### src/rtl/cpu_pkg.sv
// Shared CPU definitions: memory access size encodings, load/store unit
// state encoding and the data returned on a bus error.
package cpu_pkg;

    localparam logic [1:0] SZ_BYTE = 2'b00;
    localparam logic [1:0] SZ_HALF = 2'b01;
    localparam logic [1:0] SZ_WORD = 2'b10;

    typedef enum logic [1:0] {
        IDLE = 2'd0,
        REQ  = 2'd1,
        DONE = 2'd2
    } lsu_state_t;

    localparam logic [31:0] BUS_ERR_DATA = 32'h0000_0000;

endpackage

### src/rtl/lsu_lane_align.sv
// Byte-lane steering for the load/store unit: store data replication with
// byte-enable generation, and load data extraction with sign/zero extension.
module lsu_lane_align
    import cpu_pkg::*;
(
    input  logic [1:0]  st_size,
    input  logic [1:0]  st_off,
    input  logic [31:0] st_data,
    output logic [3:0]  st_be,
    output logic [31:0] st_wdata,
    input  logic [1:0]  ld_size,
    input  logic [1:0]  ld_off,
    input  logic        ld_signed,
    input  logic [31:0] ld_data,
    output logic [31:0] ld_ext
);

    logic [7:0]  ld_byte;
    logic [15:0] ld_half;

    // Size encoding 11 falls through to the word case.
    always_comb begin
        st_be    = 4'b1111;
        st_wdata = st_data;
        case (st_size)
            SZ_BYTE: begin
                st_be    = 4'b0001 << st_off;
                st_wdata = {4{st_data[7:0]}};
            end
            SZ_HALF: begin
                st_be    = st_off[1] ? 4'b1100 : 4'b0011;
                st_wdata = {2{st_data[15:0]}};
            end
            default: ;
        endcase
    end

    always_comb begin
        case (ld_off)
            2'd0:    ld_byte = ld_data[7:0];
            2'd1:    ld_byte = ld_data[15:8];
            2'd2:    ld_byte = ld_data[23:16];
            default: ld_byte = ld_data[31:24];
        endcase
        ld_half = ld_off[1] ? ld_data[31:16] : ld_data[15:0];
        ld_ext  = ld_data;
        case (ld_size)
            SZ_BYTE: ld_ext = {{24{ld_signed & ld_byte[7]}}, ld_byte};
            SZ_HALF: ld_ext = {{16{ld_signed & ld_half[15]}}, ld_half};
            default: ;
        endcase
    end

endmodule

### src/rtl/load_store_unit.sv
// Data-memory access stage: turns MemRead/MemWrite into a handshaked bus
// transaction and stalls the core until it completes. Optional misaligned
// access trapping is enabled with the LSU_MISALIGN_TRAP_EN macro.
module load_store_unit
    import cpu_pkg::*;
#(
    parameter int TIMEOUT_CYCLES = 16,
    parameter int CNT_W          = 5
) (
    input  logic        clk,
    input  logic        rst_n,
    input  logic        MemRead,
    input  logic        MemWrite,
    input  logic [1:0]  MemSize,
    input  logic        MemSigned,
    input  logic [31:0] ALUResult,
    input  logic [31:0] WriteData,
    output logic        Stall,
    output logic [31:0] DataOut,
    output logic        BusErr,
    output logic        MisAlign,
    output logic        bus_req,
    output logic        bus_we,
    output logic [31:0] bus_addr,
    output logic [3:0]  bus_be,
    output logic [31:0] bus_wdata,
    input  logic [31:0] bus_rdata,
    input  logic        bus_ack
);

    localparam logic [CNT_W-1:0] CNT_LAST = CNT_W'(TIMEOUT_CYCLES - 1);

    lsu_state_t        state, next_state;
    logic [CNT_W-1:0]  tout_cnt;
    logic [1:0]        lat_size;
    logic [1:0]        lat_off;
    logic              lat_signed;
    logic              accept;
    logic              timeout;
    logic              trap;
    logic [3:0]        st_be;
    logic [31:0]       st_wdata;
    logic [31:0]       ld_ext;

    lsu_lane_align u_align (
        .st_size   (MemSize),
        .st_off    (ALUResult[1:0]),
        .st_data   (WriteData),
        .st_be     (st_be),
        .st_wdata  (st_wdata),
        .ld_size   (lat_size),
        .ld_off    (lat_off),
        .ld_signed (lat_signed),
        .ld_data   (bus_rdata),
        .ld_ext    (ld_ext)
    );

`ifdef LSU_MISALIGN_TRAP_EN
    logic misaligned;
    logic mis_q;

    assign misaligned = ((MemSize == SZ_HALF) && ALUResult[0]) ||
                        (MemSize[1] && (ALUResult[1:0] != 2'b00));
    assign trap       = misaligned;
    assign MisAlign   = mis_q;

    always_ff @(posedge clk or negedge rst_n) begin
        if (!rst_n)      mis_q <= 1'b0;
        else if (accept) mis_q <= trap;
    end
`else
    assign trap     = 1'b0;
    assign MisAlign = 1'b0;
`endif

    // Requests seen in DONE still belong to the instruction just served.
    always_comb begin
        next_state = state;
        accept     = 1'b0;
        timeout    = 1'b0;
        case (state)
            IDLE: begin
                if (MemRead || MemWrite) begin
                    accept     = 1'b1;
                    next_state = trap ? DONE : REQ;
                end
            end
            REQ: begin
                if (bus_ack) begin
                    next_state = DONE;
                end else if (tout_cnt == CNT_LAST) begin
                    timeout    = 1'b1;
                    next_state = DONE;
                end
            end
            DONE:    next_state = IDLE;
            default: next_state = IDLE;
        endcase
    end

    assign Stall   = ((state == IDLE) && (MemRead || MemWrite)) || (state == REQ);
    assign bus_req = (state == REQ);

    always_ff @(posedge clk or negedge rst_n) begin
        if (!rst_n) begin
            state      <= IDLE;
            tout_cnt   <= '0;
            DataOut    <= '0;
            BusErr     <= 1'b0;
            bus_we     <= 1'b0;
            bus_addr   <= '0;
            bus_be     <= '0;
            bus_wdata  <= '0;
            lat_size   <= SZ_BYTE;
            lat_off    <= 2'b00;
            lat_signed <= 1'b0;
        end else begin
            state <= next_state;
            if (accept) begin
                BusErr   <= 1'b0;
                tout_cnt <= '0;
                if (!trap) begin
                    bus_we     <= MemWrite;
                    bus_addr   <= {ALUResult[31:2], 2'b00};
                    bus_be     <= st_be;
                    bus_wdata  <= st_wdata;
                    lat_size   <= MemSize;
                    lat_off    <= ALUResult[1:0];
                    lat_signed <= MemSigned;
                end
            end
            if (state == REQ) begin
                tout_cnt <= tout_cnt + 1'b1;
                if (bus_ack) begin
                    if (!bus_we) DataOut <= ld_ext;
                end else if (timeout) begin
                    BusErr  <= 1'b1;
                    DataOut <= BUS_ERR_DATA;
                end
            end
        end
    end

endmodule

### config.mk
export PLATFORM = sky130hd
export DESIGN_NAME = load_store_unit
export DESIGN_NICKNAME = d
export VERILOG_FILES = /design/src/rtl/cpu_pkg.sv /design/src/rtl/lsu_lane_align.sv /design/src/rtl/load_store_unit.sv
export SDC_FILE = /design/constraint.sdc
export NUM_CORES = 1
export LEC_CHECK = 0
export CAP_MARGIN = 20
export CELL_PAD_IN_SITES_DETAIL_PLACEMENT = 0
export CELL_PAD_IN_SITES_GLOBAL_PLACEMENT = 2
export CORE_MARGIN = 4
export CORE_UTILIZATION = 26
export DETAILED_ROUTE_END_ITERATION = 8
export HOLD_SLACK_MARGIN = 0.12
export PLACE_DENSITY_LB_ADDON = 0.12
export SLEW_MARGIN = 25
export SYNTH_ARGS = -nofsm -noshare
export SYNTH_HDL_FRONTEND = slang
export SYNTH_SLANG_ARGS = --single-unit
### constraint.sdc
create_clock -name clk -period 2.25 [get_ports clk]
set_input_delay 0.3375 -clock clk [delete_from_list [all_inputs] [get_ports clk]]
set_output_delay 0.3375 -clock clk [all_outputs]
set_load 0.01 [all_outputs]
; ---- After elaboration in Yosys (flattened, before gate mapping)
; Cells that the tools add are included.
[word_totals]
regBits = 112
[op_classes]
n_shift = 1
n_bitwise = 2
muxes = 24
eq_ne = 9
reduce_logical = 11
n_addsub = 1
[ops]
columns = cell, count
row1 = case mux 32 bit (2 select lines), 2
row2 = 2-to-1 mux 32 bit, 3
row3 = case mux 8 bit (3 select lines), 1
row4 = 2-to-1 mux 16 bit, 1
row5 = 2-to-1 mux 5 bit, 2
row6 = 2-to-1 mux 1 bit, 9
row7 = equality test 2 x 1 -> 1 bit (second input constant), 4
row8 = logical NOT 2 bit, 4
row9 = case mux 4 bit (2 select lines), 1
row10 = 2-to-1 mux 2 bit, 3
row11 = adder 5 x 1 -> 5 bit (second input constant), 1
row12 = equality test 5 x 4 -> 1 bit (second input constant), 1
row13 = 2-to-1 mux 4 bit, 1
row14 = case mux 2 bit (2 select lines), 1
row15 = nonzero test 2 bit, 2
row16 = left shift 1 x 2 -> 4 bit (first input constant), 1
row17 = != test 3 x 1 -> 1 bit (second input constant), 1
row18 = AND reduction 3 bit, 1
row19 = bitwise AND 1 bit, 2
row20 = equality test 2 bit (second input constant), 1
row21 = logical OR 1 bit, 2
row22 = != test 2 x 1 -> 1 bit (second input constant), 1
row23 = != test 2 bit (second input constant), 1
row24 = AND reduction 2 bit, 1
row25 = logical AND 1 bit, 1

; ---- Depth between registers and ports, before layout
; Gate-level depths: netlist of the first run.
[depth]
word_depth = 7
mapped_depth = 8
mapped_depth_nobuf = 7

; ---- Cells and area by module
; Synthesis of the first run repeated with hierarchy kept, for this count alone.
[unflattened]
cells_unflattened = 517
hier_area_um2 = 5818.1
[modules_own_cells]
columns = mod, area_each_um2, cells_each, seq_area_each_um2, instances
row1 = load_store_unit, 4544.4, 334, 2802.7, 1
row2 = lsu_lane_align, 1273.7, 183, 0.0, 1

; ---- Worst setup path before layout of the first run
; No wires, ideal clock.
[synth_path]
path_type = reg-to-reg
start = register tout_cnt[0]
end = register DataOut[6]
setup_slack_ps = 425
setup_time_ps = 76
period_less_slack_ps = 1825
arrival_time_ps = 1749
path_stages_with_launch = 9
cell_sequence = dfrtp_1 > ha_1 > and3_1 > ha_1 > nor2b_1 > o21ai_1 > clkbuf_1 > nand2_1 > o21ai_1
[synth_between]
elab_chain_len = 6
[synth_lines]
columns = item, line
row1 = "start, declared", load_store_unit.sv:34  ; logic [CNT_W-1:0] tout_cnt;
row2 = "start signal, assigned", load_store_unit.sv:133  ; tout_cnt <= tout_cnt + 1'b1;
row3 = equality test 5 x 4 -> 1 bit, load_store_unit.sv:91  ; end else if (tout_cnt == CNT_LAST) begin
row4 = 2-to-1 mux 1 bit, load_store_unit.sv:91
row5 = 2-to-1 mux 1 bit, load_store_unit.sv:89  ; if (bus_ack) begin
row6 = 2-to-1 mux 1 bit, load_store_unit.sv:81  ; case (state)
row7 = nonzero test 2 bit (no source line), -
row8 = AND reduction 3 bit (no source line), -
row9 = "end signal, assigned", load_store_unit.sv:135  ; if (!bus_we) DataOut <= ld_ext;
row10 = "end, declared", load_store_unit.sv:19  ; output logic [31:0] DataOut,
; Every way passes these cells.
; A chain may end at the register's enable or synchronous reset.

; ---- Worst setup path in the final report of the first run
[layout_path]
start = register state[0]
end = output port Stall
[layout_between]
elab_chain_len = 3
elab_cells_between_ends = 4
[layout_lines]
columns = item, line
row1 = "start, declared", load_store_unit.sv:33  ; lsu_state_t state, next_state;
row2 = "start signal, assigned", load_store_unit.sv:118  ; state <= next_state;
row3 = logical NOT 2 bit, load_store_unit.sv:101  ; assign Stall = ((state == IDLE) && (MemRead || MemWrite)) || (state == REQ);
row4 = logical AND 1 bit, load_store_unit.sv:101
row5 = logical OR 1 bit (*), load_store_unit.sv:101
row6 = "end, declared", load_store_unit.sv:18  ; output logic Stall,
; Every way passes the cells marked *; elsewhere a longest branch is shown, timed or not.

==> impl_metrics.env, run 1 <==
export IMPL_initial_core_util_pct=26.4
export IMPL_port_buffers=205
export IMPL_worst_path_buf_inv=1
export IMPL_fin_tns_setup_ps=0
export IMPL_top_layer_used="met4"
export IMPL_rsz0062_at_grt="no"
export IMPL_dr_pass1_iters=6
export IMPL_final_layout_size_suffix_gt1_share_pct=7.29
export IMPL_status="completed"
export IMPL_wl_met3_microns=1330
export IMPL_yosys_area_share_simple_pct=7.76
export IMPL_wl_per_cell_microns=17.4
export IMPL_synth_compound_area_share_pct=15.1
export IMPL_synthAdderAreaFrac_pct=0.488
export IMPL_synth_warnings=0
export IMPL_grt_overflow=0
export IMPL_place_area_sq_um=7510
export IMPL_reg2reg_from="tout_cnt[0]"
export IMPL_maxCapViolations=0
export IMPL_synthTopCellsByArea="dfrtp_1, mux2_1, mux2i_1"
export IMPL_first_global_vias=4346
export IMPL_clk_latency_ps=350
export IMPL_crit_path_top_delay_cell="clkdlybuf4s50_1"
export IMPL_ios=209
export IMPL_drt_wl_total_microns=15900
export IMPL_powerDensity_nw_per_um2=1290
export IMPL_place_gp_congestion=0.735
export IMPL_place_ws_ps=236
export IMPL_antenna_found_initial=0
export IMPL_num_vias=4117
export IMPL_drt_iter0_markers=190
export IMPL_core_area_sq_um=19400
export IMPL_hold_viol=0
export IMPL_min_path_type="input port to async pin"
export IMPL_crit_fanout=3
export IMPL_period_minus_slack_ps=2070
export IMPL_layout_commonest_cell="clkdlybuf4s50_1"
export IMPL_cts_buffers=9
export IMPL_row_count=51
export IMPL_critPathMaxStageDelay_ps=540
export IMPL_synth_top_area_cell="dfrtp_1"
export IMPL_fillers=1947
export IMPL_finalCritPeriodShare_pct=92.2
export IMPL_crit_required_ps=1910
export IMPL_p_leak_nw=3.32
export IMPL_synth_top_family_by_area="multiplexers"
export IMPL_grt_total_usage_pct=14.5
export IMPL_reg2reg_depth=7
export IMPL_final_setup_skew_ps=8.28
export IMPL_tritoncts="built"
export IMPL_ys_seq_area_share_pct=54.7
export IMPL_final_cell_mix="clkdlybuf4s50_1, dfrtp_1, nand2_1, mux2_1, o21ai_1"
export IMPL_ys_ff_latch=112
export IMPL_worst_slack_ps=176
export IMPL_setup_viol=0
export IMPL_crit_family="buffers and inverters"
export IMPL_detail_route_antenna_nets=0
export IMPL_cp_start_kind="flop"
export IMPL_cts_root_buf="clkbuf_16"
export IMPL_path_clk_slew_ps=80
export IMPL_clk_path_buf_depth=2
export IMPL_drc=0
export IMPL_die_area_sq_um=22000
export IMPL_reg2reg_slack_ps=370
export IMPL_dp_hpwl_microns=11900
export IMPL_synth_distinct_cells=47
export IMPL_cp_end_kind="output pin"
export IMPL_crit_chain="nor2_2, o21ai_4, nand2_1, clkdlybuf4s50_1"
export IMPL_finalInstanceArea_sq_um=7830
export IMPL_viasPerCell=4.52
export IMPL_die_y_microns=148
export IMPL_synthMuxAreaShare_pct=17.7
export IMPL_htreeDepth=3
export IMPL_critical_path_class="flop to output pin"
export IMPL_utilization_pct=40.3
export IMPL_syn_avg_cell_area_sq_um=11.7
export IMPL_synth_area_sq_um=5120
export IMPL_rr_endpoint="DataOut[22]"
export IMPL_grt_pass1_wl_microns=25000
export IMPL_slew_violations=0
export IMPL_synth_top_cell_area_share_pct=54.7
export IMPL_drt_met1_wl_microns=6900
export IMPL_max_freq_mhz=482
export IMPL_area_growth_pct=52.7
export IMPL_vdd_ir_drop_worst_mv=0.518
export IMPL_wl_met2_microns=7480
export IMPL_grt_max_degree=58
export IMPL_cp_arrival_ps=1740
export IMPL_final_nets=746
export IMPL_syn_inst=439
export IMPL_die_w_microns=148
export IMPL_clock_sinks=112
export IMPL_synth_xor_area_share_pct=0.171
cell type report:
cell class | instances | area [sq um] | share of cell area (%)
antenna | 1 | 2.50 | 0.0320
clock buffer | 10 | 239 | 3.05
clock inverter | 6 | 65.1 | 0.831
inverter | 8 | 30.0 | 0.384
multi-input combinational | 289 | 2140 | 27.4
sequential | 112 | 2800 | 35.8
tap | 265 | 332 | 4.24
timing repair buffer | 220 | 2210 | 28.3
worst register-to-register path, stage by stage, from the launching register on:
cell     delay (ps)
dfrtp_1         390
ha_1            190
and3_1          180
ha_1            210
nor2b_1         170
o21ai_2          80
buf_12          170
a221o_1         370
per-layer routing:
layer	global-route usage [%]	vias up
met1	18.5	1985
met3	4.88	10
met2	23.4	152
met5	0	-
met4	4.30	0
li1	-	1970
logic make-up (layout without fill, tap and decap cells):
group | Yosys count | in the layout
compound gates | 112 | 112
xor+xnor | 1 | 1
flops | 112 | 112
simple gates | 87 | 87
buf+inv | 40 | 244
fa+ha+maj | 2 | 2
mux | 84 | 84
other cells | 1 | 4
repair_timing:
| action | CTS | global route |
|---|---|---|
| setup buffers | 0 | 0 |
| hold buffers | 1 | 0 |
| setup endpoints to repair | 0 | 1 |
| gates resized for setup | 0 | 1 |
| hold endpoints to repair | 29 | 0 |
worst max-delay path by stage:
stage	startpoint	endpoint	slack, ps	depth (start not counted)
2_1_floorplan	tout_cnt[0]	DataOut[6]	420	8
3_5_place_dp	bus_ack	DataOut[26]	240	6
3_3_place_gp	MemWrite	Stall	250	4
5_1_grt	state[0]	Stall	70	4
4_1_cts	state[0]	Stall	40	4
6_report	state[0]	Stall	180	4
registers in the layout, summed over array words and instances (netlist names):
register,count
BusErr,1
DataOut,32
bus_addr,30
bus_be,4
bus_wdata,32
bus_we,1
lat_off,2
lat_signed,1
lat_size,2
state,2
tout_cnt,5
Yosys cell counts, drive strengths merged:
cell type,count
a21o,9
a21oi,11
a221o,16
a221oi,1
a222oi,1
a22o,8
a31oi,10
a41oi,1
and2,1
and3,1
and4bb,1
buf,24
clkbuf,8
conb,1
dfrtp,112
ha,2
inv,8
mux2,52
mux2i,32
nand2,50
nand2b,3
nand3,6
nand4,1
nor2,19
nor2b,2
nor3b,2
nor4b,1
o21ai,51
o21ba,1
o22ai,1
o2bb2ai,1
o31ai,1
xor2,1
metrics by stage:
stage	cells	hold WS, ps	total power (W)
6_report	911	458	0.0101
5_1_grt	910	500	0.0108
4_1_cts	910	470	0.0102
3_5_place_dp	893	307	0.00849
3_3_place_gp	893	299	0.00843
2_1_floorplan	441	41.9	0.00584
report_power, final:
part / leakage (nW) / internal [W] / total (W) / switching, W
clock network: 0.149 / 0.000901 / 0.00170 / 0.000797
registers: 1.37 / 0.00296 / 0.00359 / 0.000628
logic: 1.80 / 0.00267 / 0.00477 / 0.00210
Power figures use the tool's default switching activity.
==> run 2: changes to the inputs <==
PLACE_DENSITY_LB_ADDON = 0.1   (was 0.12)
==> run 2 against run 1 <==
Net effect:
- sequential share of layout area decreased by 0.32 points
- worst hold slack improved by 10 ps
- total power increased by 2.4%
- sequential power about the same
- setup slack got worse by 53 ps
- non-clock buffer count increased by 5
- clock power increased by 10%
- first-iteration DRC count decreased by 6.8%
- critical path depth unchanged
- maximum frequency decreased by 2.5%
- core utilization increased by 0.37 points
- cell area increased by 0.91%
- critical path type unchanged
- highest routed layer unchanged
==> impl_metrics.env, run 2 (synthesis gave the netlist of run 1 again) <==
export IMPL_status="completed"
export IMPL_detail_route_antenna_nets=0
export IMPL_viasPerCell=4.55
export IMPL_multiInputGateArea_sq_um=2140
export IMPL_grt_pass1_wl_microns=25300
export IMPL_grt_overflow=0
export IMPL_die_area_sq_um=22000
export IMPL_hold_viol=0
export IMPL_final_cell_mix="clkdlybuf4s50_1, dfrtp_1, nand2_1, mux2_1, o21ai_1"
export IMPL_slew_headroom_pct=64.0
export IMPL_period_minus_slack_ps=2130
export IMPL_final_setup_skew_ps=8.22
export IMPL_fillers=1929
export IMPL_final_nets=751
export IMPL_wl_per_cell_microns=17.6
export IMPL_antenna_found_initial=0
export IMPL_cp_start_kind="flop"
export IMPL_maxCapViolations=0
export IMPL_layout_commonest_cell="clkdlybuf4s50_1"
export IMPL_reg2reg_slack_ps=350
export IMPL_cts_buffers=9
export IMPL_num_vias=4163
export IMPL_rr_endpoint="DataOut[30]"
export IMPL_grt_total_usage_pct=14.8
export IMPL_tritoncts="built"
export IMPL_powerDensity_nw_per_um2=1300
export IMPL_rsz0062_at_grt="no"
export IMPL_drt_iter0_markers=177
export IMPL_diodes=0
export IMPL_worst_pin_slew_ps=541
export IMPL_drc=0
export IMPL_p_leak_nw=3.36
export IMPL_max_freq_mhz=470
export IMPL_utilization_pct=40.7
export IMPL_row_count=51
export IMPL_reg2reg_from="tout_cnt[0]"
export IMPL_cts_root_buf="clkbuf_16"
export IMPL_cp_arrival_ps=1790
export IMPL_reg2reg_depth=7
export IMPL_crit_fanout=3
export IMPL_final_layout_size_suffix_gt1_share_pct=7.70
export IMPL_fin_tns_setup_ps=0
export IMPL_initial_core_util_pct=26.4
export IMPL_port_buffers=205
export IMPL_grt_max_degree=56
export IMPL_clock_sinks=112
export IMPL_clk_latency_ps=360
export IMPL_worst_slack_ps=123
export IMPL_finalCritPeriodShare_pct=94.5
export IMPL_ios=209
export IMPL_critical_path_class="flop to output pin"
export IMPL_vdd_ir_drop_worst_mv=0.525
export IMPL_clk_path_buf_depth=2
export IMPL_htreeDepth=3
export IMPL_dpl_cell_count=898
export IMPL_total_power_w=0.0103
export IMPL_die_y_microns=148
export IMPL_setup_viol=0
export IMPL_drt_wl_total_microns=16100
export IMPL_slew_violations=0
export IMPL_place_gp_congestion=0.752
export IMPL_dr_pass1_iters=4
export IMPL_first_global_vias=4383
export IMPL_die_w_microns=148
export IMPL_cp_end_kind="output pin"
export IMPL_cts_setup_buffers=0
export IMPL_place_ws_ps=192
export IMPL_path_clk_slew_ps=70
export IMPL_min_path_type="input port to async pin"
export IMPL_crit_required_ps=1910
export IMPL_dp_hpwl_microns=12400
export IMPL_top_regs="DataOut x32, bus_wdata x32, bus_addr x30"
export IMPL_area_growth_pct=54.1
export IMPL_core_area_sq_um=19400
export IMPL_register_area_sq_um=2800
export IMPL_finalNonFillerCells=914
==> run 2: layout make-up <==
| type | count | share of cell area (%) |
|---|---|---|
| clock buffer | 10 | 3.03 |
| clock inverter | 5 | 1.31 |
| inverter | 8 | 0.380 |
| multi-input combinational | 289 | 27.1 |
| sequential | 112 | 35.5 |
| tap | 265 | 4.20 |
| timing repair buffer | 225 | 28.5 |
==> run 2: routing by layer <==
metal  GRT usage [%]  part of all wire, %
met1            18.5                   42
met2            24.0                   48
met3            5.21                  8.7
met4            4.71                  1.3
met5               0                    0
==> run 2: critical path, stage by stage (launching register included) <==
cell             delay, ps
dfrtp_1                400
nor2_1                 300
o21ai_4                120
nand2_1                 80
clkdlybuf4s50_1        540
==> run 2: how the worst max path moves through the flow <==
| stage | startpoint | to | slack, ps | depth (start not counted) |
|---|---|---|---|---|
| 2_1_floorplan | tout_cnt[0] | DataOut[6] | 420 | 8 |
| 3_3_place_gp | bus_ack | DataOut[28] | 230 | 5 |
| 3_5_place_dp | bus_ack | DataOut[19] | 190 | 5 |
| 4_1_cts | state[0] | Stall | 100 | 4 |
| 5_1_grt | state[0] | Stall | 10 | 4 |
| 6_report | state[0] | Stall | 120 | 4 |
==> run 2: power by group <==
group	switching [W]	internal, W	leakage (nW)	total, W
clock network	0.000758	0.00112	0.169	0.00187
registers	0.000647	0.00296	1.37	0.00361
logic	0.00211	0.00271	1.82	0.00482
==> run 2: stage by stage <==
stage	cell area (sq um)	hold WS (ps)
finish	7900	468
detailed placement	7540	323
CTS	7900	489
floorplan	5130	41.9
global placement	7540	318
global route	7900	504
==> run 2: repair_timing <==
action                     CTS  global route
hold buffers                 1             0
setup endpoints to repair    0             0
gates resized for setup      0             0
hold endpoints to repair    26             0
==> run 3: changes to the inputs <==
MAX_ROUTING_LAYER = met4   (was unset)
==> run 3 against run 2 <==
Net effect:
- routed wire length decreased by 0.44%
- die area unchanged
- critical path depth unchanged
- maximum frequency decreased by 0.23%
==> impl_metrics.env, run 3 (synthesis gave the netlist of run 1 again) <==
export IMPL_status="completed"
export IMPL_top_regs="DataOut x32, bus_wdata x32, bus_addr x30"
export IMPL_cp_arrival_ps=1790
export IMPL_worst_pin_slew_ps=538
export IMPL_area_growth_pct=54.1
export IMPL_place_gp_congestion=0.761
export IMPL_fillers=1929
export IMPL_max_freq_mhz=469
export IMPL_wl_per_cell_microns=17.5
export IMPL_htreeDepth=3
export IMPL_cts_root_buf="clkbuf_16"
export IMPL_layout_commonest_cell="clkdlybuf4s50_1"
export IMPL_port_buffers=205
export IMPL_die_area_sq_um=22000
export IMPL_grt_overflow=0
export IMPL_row_count=51
export IMPL_final_cell_mix="clkdlybuf4s50_1, dfrtp_1, nand2_1, mux2_1, o21ai_1"
export IMPL_powerDensity_nw_per_um2=1300
export IMPL_drt_wl_total_microns=16000
export IMPL_fin_tns_setup_ps=0
export IMPL_tritoncts="built"
export IMPL_clk_latency_ps=350
export IMPL_initial_core_util_pct=26.4
export IMPL_cp_startpoint="state[0]"
export IMPL_reg2reg_from="tout_cnt[0]"
export IMPL_finalInstanceArea_sq_um=7900
export IMPL_core_area_sq_um=19400
export IMPL_grt_total_usage_pct=15.2
export IMPL_ios=209
export IMPL_place_area_sq_um=7540
export IMPL_crit_path_end="Stall"
export IMPL_cts_buffers=9
export IMPL_min_path_type="input port to async pin"
export IMPL_maxCapViolations=0
export IMPL_dr_pass1_iters=4
export IMPL_final_nets=751
export IMPL_antenna_found_initial=0
export IMPL_clock_sinks=112
export IMPL_detail_route_antenna_nets=0
export IMPL_first_global_vias=4398
export IMPL_period_minus_slack_ps=2130
export IMPL_reg2reg_depth=7
export IMPL_crit_required_ps=1910
export IMPL_path_clk_slew_ps=70
export IMPL_setup_viol=0
export IMPL_drc=0
export IMPL_critical_path_class="flop to output pin"
export IMPL_slew_headroom_pct=64.2
export IMPL_worst_hold_slack_ps=467
export IMPL_num_vias=4176
export IMPL_cp_end_kind="output pin"
export IMPL_clk_path_buf_depth=2
export IMPL_vdd_ir_drop_worst_mv=0.527
export IMPL_die_w_microns=148
export IMPL_crit_fanout=3
export IMPL_cts_resized_gates=0
export IMPL_cp_start_kind="flop"
export IMPL_final_setup_skew_ps=5.76
export IMPL_drt_iter0_markers=205
export IMPL_rr_endpoint="DataOut[20]"
export IMPL_die_y_microns=148
export IMPL_finalCritPeriodShare_pct=94.8
export IMPL_diodes=0
export IMPL_slew_violations=0
export IMPL_grt_pass1_wl_microns=25300
export IMPL_rsz0062_at_grt="no"
export IMPL_grt_max_degree=56
export IMPL_hold_viol=0
export IMPL_reg2reg_slack_ps=360
export IMPL_viasPerCell=4.57
export IMPL_p_leak_nw=3.36
export IMPL_dp_hpwl_microns=12400
export IMPL_final_layout_size_suffix_gt1_share_pct=7.70
## run 3: where the power goes
part	total, W	switching [W]	internal, W	leakage, nW
Combinational	0.00482	0.00211	0.00271	1.82
Sequential	0.00361	0.000647	0.00296	1.37
Clock	0.00186	0.000748	0.00112	0.169
## run 3: what timing repair did
action | CTS | global route
endpoints found under the setup margin | 0 | 0
hold buffers | 1 | 0
buffers inserted | 0 | 0
endpoints found under the hold margin | 26 | 0
## run 3: layout make-up
type / instances / area (sq um) / share of cell area, %
clock buffers: 10 / 239 / 3.03
clock inverters: 5 / 104 / 1.31
inverters: 8 / 30.0 / 0.380
multi-input cells: 289 / 2140 / 27.1
flip-flops and latches: 112 / 2800 / 35.5
well taps: 265 / 332 / 4.20
repair buffers: 225 / 2250 / 28.5
## run 3: critical path: stages (launching register included)
cell and delay (ps):
dfrtp_1 400, nor2_1 300, o21ai_4 120, nand2_1 80
clkdlybuf4s50_1 540
## run 3: worst min path at each step
| stage | to | slack, ps | cells after the start |
|---|---|---|---|
| floorplan | BusErr | 40 | 0 |
| global placement | DataOut[16] | 320 | 1 |
| detailed placement | DataOut[16] | 320 | 1 |
| CTS | DataOut[16] | 490 | 2 |
| global route | DataOut[12] | 500 | 1 |
| finish | DataOut[16] | 470 | 2 |
## run 3: layer usage
layer	GRT usage, %	part of all wire [%]
met4	4.71	1.3
met5	-	0
met3	4.60	7.7
met2	24.1	48
met1	18.8	43
## run 3: through the flow
stage                     instances  power [W]  utilization (%)  worst slack (ps)
after floorplan                 441    0.00584                -               425
after global placement          898    0.00850             38.9               228
after detailed placement        898    0.00857             38.9               192
after CTS                       914     0.0105             40.7              95.8
after global routing            914     0.0110             40.7              11.7
final                           914     0.0103             40.7               118
==> edit (config.mk and constraints of run 1) <==
Change the parameter `CNT_W` from 5 to 10.
--- a/src/rtl/load_store_unit.sv
+++ b/src/rtl/load_store_unit.sv
@@ -6,5 +6,5 @@
 #(
     parameter int TIMEOUT_CYCLES = 16,
-    parameter int CNT_W          = 5
+    parameter int CNT_W          = 10
 ) (
     input  logic        clk,
Behaviour: same outputs for any inputs over 4 cycles, from zero or initial values and one cycle with rst_n low; that may be too few to reach the edited logic, so the function may still have changed.
==> edit against run 1 <==
Critical path depth did not move; sequential share of layout area is 0.54 points lower; design area is 6.1% higher; worst setup slack got worse by 35 ps; sequential cell count up 5; global-route usage grew 0.27 points; core utilization is 1.6 points higher; die area up 3.3%; via count is 5.5% higher; wire length is 5.3% higher; power is 12% higher; first-iteration DRC count increased by 54%; area after synthesis rose by 3.5%; fmax is 1.7% lower; largest cell class unchanged; highest routed layer unchanged.
==> edit: results (changes against run 1) <==
Outcome
  • Status: completed

Cells and area
  • FF+latch area: 2930 um^2 (+4.5%)
  • Clock buffer cells: 17 (+7)
  • Area grow syn2layout: 56.5%
  • Clk tree area frac: 7.05% (+3.2 points)
  • Multi-input combinational area share: 26.4% (-0.97 points)
  • Layout Nets: 772 (+3.5%)
  • Count of multi-input gates: 299 (+3.5%)
  • Fillcell total: 1889 (-3.0%)
  • Ant diodes: 0 (-1)
  • Non-clock buffers: 225 (+2.3%)
  • Layout non-clock buf frac: 27.0% (-1.3 points)

GRT
  • Met2 usage: 22.9% (-0.57 points)
  • Global-route usage over all layers: 14.8% (+0.27 points)
  • First-pass GRT wire length: 26000 um (+4.0%)
  • Vias in the first global route: 4621 (+6.3%)
  • GRT met1 Usage: 18.5% (about the same)

CTS
  • CTS root buffer: clkbuf_16
  • Clock-pin slew on the worst setup and hold paths: 50 ps (-30 ps)
  • CTS Sinks: 117 (+4.5%)
  • Clk_lat worst skew: 410 ps (+60 ps)

Routing
  • DR vias/cell: 4.60 (+1.7%)
  • Drt first-iter violations: 292 (+54%)
  • Via count: 4344 (+5.5%)
  • Wire per inst: 17.7 um (+1.5%)
  • Met1 WL: 7020 um (+1.6%)
  • Routed met2 length: 7820 um (+4.5%)
  • Met3 routed WL: 1740 um (+31%)
  • Router iterations before antenna repair: 4 (-2)

Placed design
  • Placement Setup Slack: -22.4 ps (-259 ps)
  • Dpl hpwl: 12200 um (+2.7%)
  • Final GP Congestion: 0.764 (+4.0%)
  • Dpl cells: 912 (+2.1%)
  • Placed inst area: 7700 um^2 (+2.5%)

Logic synthesis
  • Syn Area/Cell: 11.6 um^2 (-0.59%)
  • Share of the yosys chip area belonging to registers: 55.2% (+0.51 points)
  • Post-synth cell types: 42 (-11%)
  • Commonest cells post-synth: dfrtp_1 (117), mux2_2 (50), nand2_1 (47)
  • Top cells by area, synth: dfrtp_1 (55%), mux2_2 (11%), mux2i_1 (6.8%)

STA
  • Slew headroom: about three fifths
  • Final Hold Slack: 384 ps (-73.6 ps)
  • Final WS setup: 141 ps (-35.1 ps)

Critical path
  • R2r setup slk: 230 ps (-140 ps)
  • Worst reg2reg endpoint: DataOut[21]
  • Worst r2r path cells: 4 (-3)
  • FF-to-FF Start: lat_off[1]
  • Critical Path Fanout Max: 3 (unchanged)
  • Arr. time, crit path: 1770 ps (+30 ps)

Pwr
  • Sequential power share: 33.0% (-2.7 points)
  • Clock Power Share: 23.7% (+6.8 points)
  • Peak VDD IR: 0.600 mV (+16%)
  • Pleak: 3.53 nW (+6.4%)
  • Cell area power density: 1350 nW/um^2 (+5.1%)

Floorplanning
  • DIE AREA: 22700 um^2 (+3.3%)
==> edit: cell count changes after synthesis, sizes merged, moves of 4 or more <==
cell     before  now
buf          24   16
a31oi        10    2
dfrtp       112  117
a21o          9    3
clkbuf        8   20
nand2b        3    7
o2bb2ai       1   10
o21ai        51   45
mux2i        32   36
a221oi        1    7
==> edit: what timing repair did <==
item / in CTS / in global routing
setup endpoints to repair: 1 / 1
hold buffers: 1 / 0
gates resized for setup: 1 / 1
hold endpoints to repair: 24 / 0
buffers inserted: 0 / 0
==> edit: cell families after synthesis <==
group	count (synthesis)	share of synthesized area (%)
DFF	117	55.2
AOI/OAI and AO/OA	112	14.6
and+or+nand+nor	97	8.45
muxes	86	17.4
buffers and inverters	43	4.01
adders and majority gates	1	0.236
other	1	0.0707
==> edit: worst register-to-register path, cell delays in order (launching register included) <==
cell and delay [ps]:
dfrtp_1 500, mux2_2 380, and3_1 200, o2111a_1 460, a221o_1 360
